## config.mk

```make
export PLATFORM = sky130hd
export DESIGN_NAME = arbitro_controlador
export DESIGN_NICKNAME = d
export VERILOG_FILES = /design/src/rtl/arbitro_controlador.sv
export SDC_FILE = /design/constraint.sdc
export NUM_CORES = 1
export LEC_CHECK = 0
export BUFFER_PORTS_ARGS = -buffer_cell sky130_fd_sc_hd__buf_2
export CORE_MARGIN = 4
export CORE_UTILIZATION = 50
export DETAILED_ROUTE_END_ITERATION = 16
export PLACE_DENSITY = 0.86
export SYNTH_ARGS = -nofsm -noshare
export SYNTH_HDL_FRONTEND = slang
export SYNTH_SLANG_ARGS = --single-unit
export TNS_END_PERCENT = 50
```

## constraint.sdc

```tcl
create_clock -name clk -period 2.7 [get_ports clk]
set_input_delay 0.135 -clock clk [delete_from_list [all_inputs] [get_ports clk]]
set_output_delay 0.135 -clock clk [all_outputs]
set_load 0.02 [all_outputs]
```

## src/rtl/arbitro_controlador.sv

```systemverilog
// Round-robin arbiter that shares one serial controller among N_REQ requesters,
// launching each granted transfer and reporting done or watchdog timeout back to its owner.
module arbitro_controlador #(
  parameter int unsigned N_REQ   = 4,
  parameter int unsigned DATA_W  = 16,
  parameter int unsigned SLV_W   = 2,
  parameter int unsigned TIMEOUT = 64
) (
  input  logic                      clk,
  input  logic                      reset,
  input  logic [N_REQ-1:0]          req,
  input  logic [N_REQ*DATA_W-1:0]   req_data,
  input  logic [N_REQ*SLV_W-1:0]    req_slave,
  output logic [N_REQ-1:0]          gnt,
  output logic [N_REQ-1:0]          done_req,
  output logic [N_REQ-1:0]          err_req,
  output logic                      busy,
  output logic [DATA_W-1:0]         datain,
  output logic [SLV_W-1:0]          slave_numb,
  output logic                      ctrl_start,
  input  logic                      ctrl_done
);

  localparam int unsigned PTR_W = (N_REQ > 1) ? $clog2(N_REQ) : 1;
  localparam int unsigned WD_W  = (TIMEOUT > 1) ? $clog2(TIMEOUT) : 1;

  typedef enum logic [1:0] {
    IDLE   = 2'd0,
    LAUNCH = 2'd1,
    WAIT   = 2'd2
  } state_t;

  state_t           state;
  logic [PTR_W-1:0] last;
  logic [PTR_W-1:0] sel;
  logic [WD_W-1:0]  watchdog;

  logic [PTR_W-1:0] win_c;
  logic             found_c;

  function automatic logic [N_REQ-1:0] onehot(input logic [PTR_W-1:0] i);
    onehot = N_REQ'(1) << i;
  endfunction

  // Winner: first set request bit scanning upward from the slot after the last grant.
  always_comb begin
    int unsigned idx;
    win_c   = last;
    found_c = 1'b0;
    idx     = 0;
    for (int unsigned k = 1; k <= N_REQ; k++) begin
      idx = (32'(last) + k) % N_REQ;
      if (!found_c && req[idx]) begin
        found_c = 1'b1;
        win_c   = PTR_W'(idx);
      end
    end
  end

  always_ff @(posedge clk) begin
    if (reset) begin
      state      <= IDLE;
      last       <= PTR_W'(N_REQ - 1);
      sel        <= '0;
      watchdog   <= '0;
      gnt        <= '0;
      done_req   <= '0;
      err_req    <= '0;
      busy       <= 1'b0;
      datain     <= '0;
      slave_numb <= '0;
      ctrl_start <= 1'b0;
    end else begin
      done_req <= '0;
      err_req  <= '0;
      case (state)
        IDLE: begin
          if (found_c) begin
            datain     <= req_data[32'(win_c)*DATA_W +: DATA_W];
            slave_numb <= req_slave[32'(win_c)*SLV_W +: SLV_W];
            gnt        <= onehot(win_c);
            ctrl_start <= 1'b1;
            last       <= win_c;
            sel        <= win_c;
            busy       <= 1'b1;
            state      <= LAUNCH;
          end
        end
        LAUNCH: begin
          gnt        <= '0;
          ctrl_start <= 1'b0;
          watchdog   <= '0;
          state      <= WAIT;
        end
        WAIT: begin
          watchdog <= watchdog + WD_W'(1);
          // A completion on the final watchdog cycle still counts as success.
          if (ctrl_done) begin
            done_req <= onehot(sel);
            busy     <= 1'b0;
            state    <= IDLE;
          end else if (watchdog == WD_W'(TIMEOUT - 1)) begin
            err_req <= onehot(sel);
            busy    <= 1'b0;
            state   <= IDLE;
          end
        end
        default: begin
          busy  <= 1'b0;
          state <= IDLE;
        end
      endcase
    end
  end

endmodule

```

==> results.tsv <==
stage	metric	value	unit
setup_path	Crit path required time	2.86	ns
drt	TritonRoute pass-1 iters	7	
power_and_ir_drop	Lkg Pwr	1.43	nW
grt	initial antenna violation count	0	
finish	utilization after layout	66.5	%
grt	first-pass GRT wire length	9340	µm
synth	Yosys warning total	0	
grt	GRT Util Overall	18.9	%
die	Rows	24	
timing	Slew Viols, Final	0	
placement	cell count after placement	382	
cts	CTS buffer count	5	
setup_path	Setup crit end kind	flop	
power_and_ir_drop	Net Switching	0.000662	W
synth	Syn Nets	313	
timing	Final period util	69.4	%
power_and_ir_drop	pwr/cell area	649	nW/µm²
finish	nets@finish	420	
drt	Final ANT Viol Nets	0	
cts	root buffer cell	clkbuf_8	
setup_path	delay-heaviest family, CP	multiplexers	
finish	Final Non-Filler Cells	390	
setup_path	worst-case reg-to-reg path depth	6	
drt	via count	2113	
cts	Post-CTS Repair Setup Buffers	0	
timing	RSZ-0062 raised after global routing	no	
die	I/O pins	111	
power_and_ir_drop	clock power share	21.7	%
synth	sequential area share after synthesis	38.1	%
synth	asr flop ratio synth	0	%
grt	largest net degree at the start of global routing	39	
die	die width	76.0	µm
die	Initial Utilization	52.3	%
placement	Port Buf Inserts	110	
setup_path	Worst path depth	6	
job	Max-Cap Viols	0	
power_and_ir_drop	Cell Int Power	0.00124	W
synth	number of synthesized register bits	44	
synth	number of synthesized flops with an enable pin	0	
cts	Clock transition at path regs	0.08	ns
placement	Final HPWL DP	4370	µm
timing	max_slew headroom	64.4	%
grt	via count of the first global-routing pass	2016	
setup_path	Buf+Inv Stages, Crit Path	1	
setup_path	worst path arrival time	2.04	ns
die	die height	76.0	µm
die	Core ar.	4410	µm²
drt	Vias/cell	5.42	
timing	TNS Setup	0	ns
timing	Hold Fails Final Rpt	0	
cts	H-tree levels	2	
power_and_ir_drop	Seq pwr share	42.2	%
synth	commonest register cell after synthesis	dfxtp_1	
setup_path	most frequent CP cell	mux2i_1	
run_status	status	completed	
setup_path	critical path peak fanout	38	
drt	drt total wl	5560	µm
synth	post-synth cell types	51	
timing	Final setup viols	0	
cts	CTS tree	built	
drt	WL/cell	14.3	µm
cts	Clock Sinks	44	
timing	min Tclk post-route	1.87	ns
power_and_ir_drop	Gate power share	36.1	%
synth	Mapped Cells	230	
setup_path	CP max stage delay	0.47	ns
drt	DRT iter0 DRCs	58	
grt	GRT overflow	0	
cts	cts hold-fix bufs	0	
placement	routability cong.	0.791	
finish	layout cell share with drive strength beyond 1	41.7	%
synth	syn avg cell area	10.0	µm²
timing	skew final	0.00272	ns
cts	worst skew pair latency	0.29	ns
power_and_ir_drop	maximum vdd drop	0.304	mV
cts	PostCTS Resize Cnt	0	
drt	Residual DRC	0	
synth	post-synthesis cell area	2310	µm²
finish	commonest non-fill, non-tap cell in the layout	buf_2	
die	die area	5770	µm²
min_path	Min-Delay Path Class	input port to flop	
cts	clk buf depth	2	
setup_path	WS Path Type	flop to flop	
power_and_ir_drop	sw frac	34.8	%
finish	commonest cells after routing, fill and taps aside	buf_2 (110), dfxtp_1 (44), mux2i_1 (36), nand2_1 (26), nor2_1 (20)	
timing	Slew @ Worst Pin	0.532	ns
setup_path	crit path launch type	flop	
finish	Ant. Diodes	0	
timing	Achievable Freq	533	MHz
min_path	WHS Path Cells	3	
finish	Area Growth Syn to Fin	27.0	%
setup_path	slowest CP cell	dfxtp_1	
setup_path	crit-path cells	mux2i_1 > nor2_2 > nor3_4 > buf_12 > mux2i_1 > o221ai_2	
==> metrics by stage <==
stage | hold slack, ns | setup WS, ns | area (µm²) | total power [W]
2_1_floorplan | 0.350 | 1.03 | 2310 | 0.00133
3_3_place_gp | 0.439 | 0.906 | 2840 | 0.00149
3_5_place_dp | 0.446 | 0.832 | 2840 | 0.00151
4_1_cts | 0.153 | 0.826 | 2930 | 0.00192
5_1_grt | 0.163 | 0.631 | 2930 | 0.00202
6_report | 0.154 | 0.825 | 2930 | 0.00190
==> registers in the layout, summed over array words and instances, names as in the netlist <==
signal      count
ctrl_start      1
slave_numb      2
state           2
err_req         4
done_req        4
gnt             4
last            2
sel             2
busy            1
watchdog        6
datain         16
==> Yosys cell counts, types with 2 or more instances <==
| library cell | instances | area share (%) |
|---|---|---|
| o221ai_2 | 10 | 6.5 |
| o21ai_0 | 2 | 0.43 |
| nor2b_1 | 3 | 0.81 |
| dfxtp_1 | 44 | 38 |
| nand4_1 | 2 | 0.54 |
| clkbuf_1 | 3 | 0.49 |
| nand2b_1 | 6 | 1.6 |
| inv_1 | 4 | 0.65 |
| a21oi_1 | 9 | 2.0 |
| or3_1 | 2 | 0.54 |
| mux2i_1 | 36 | 16 |
| nor4_1 | 2 | 0.54 |
| a31oi_1 | 2 | 0.54 |
| xor2_1 | 3 | 1.1 |
| nand2_1 | 26 | 4.2 |
| nor2_2 | 2 | 0.54 |
| nand3_1 | 4 | 0.87 |
| ha_1 | 4 | 2.2 |
| nor3_1 | 6 | 1.3 |
| buf_6 | 4 | 2.0 |
| o221ai_1 | 7 | 2.7 |
| nor2_1 | 20 | 3.3 |
==> path summary, 6_finish.rpt <==
path | start | end | slack (ns)
min reg2reg | datain[2] | datain[2] | 0.46
max reg2reg | last[1] | datain[12] | 0.83
max | last[1] | datain[12] | 0.83
min | req_data[26] | datain[10] | 0.15
==> cell families after synthesis <==
kind of cell	synth area share (%)
DFF	38.1
buffers and inverters	5.47
AOI/OAI and AO/OA	18.0
and+or+nand+nor	18.6
muxes	16.1
adders and majority gates	2.17
xor gates and xnor gates	1.52
==> power by group through the flow <==
| stage | clock [W] | sequential [W] | combinational [W] |
|---|---|---|---|
| after floorplan | 0 | 0.000896 | 0.000437 |
| after global placement | 0 | 0.000815 | 0.000678 |
| after detailed placement | 0 | 0.000818 | 0.000691 |
| after CTS | 0.000423 | 0.000803 | 0.000693 |
| after global routing | 0.000452 | 0.000816 | 0.000749 |
| final | 0.000414 | 0.000803 | 0.000687 |
==> routing by layer <==
metal / vias to the layer above / global-route usage, % / share of wire, %
met5: - / 0 / 0
met4: 0 / 7.65 / 2.4
met3: 14 / 5.57 / 7.9
met2: 83 / 29.6 / 47
met1: 954 / 24.1 / 43
li1: 1062 / - / -
==> layout make-up <==
| type | instances | area [µm²] |
|---|---|---|
| Fill cell | 357 | 1480 |
| Multi-Input combinational cell | 170 | 1300 |
| Sequential cell | 44 | 881 |
| Timing Repair Buffer | 112 | 578 |
| Clock buffer | 6 | 82.6 |
| Tap cell | 52 | 65.1 |
| Inverter | 4 | 15.0 |
| Clock inverter | 2 | 10.0 |
==> worst reg2reg max path, delay by kind of cell (launching register included) <==
| kind | cells | cell delay [ns] |
|---|---|---|
| AO/OA/AOI/OAI | 1 | 0.13 |
| buffers and inverters | 1 | 0.28 |
| flip-flops | 1 | 0.47 |
| multiplexers | 2 | 0.55 |
| AND/OR/NAND/NOR | 2 | 0.33 |
Note: power is estimated with default switching activity, not from simulation.
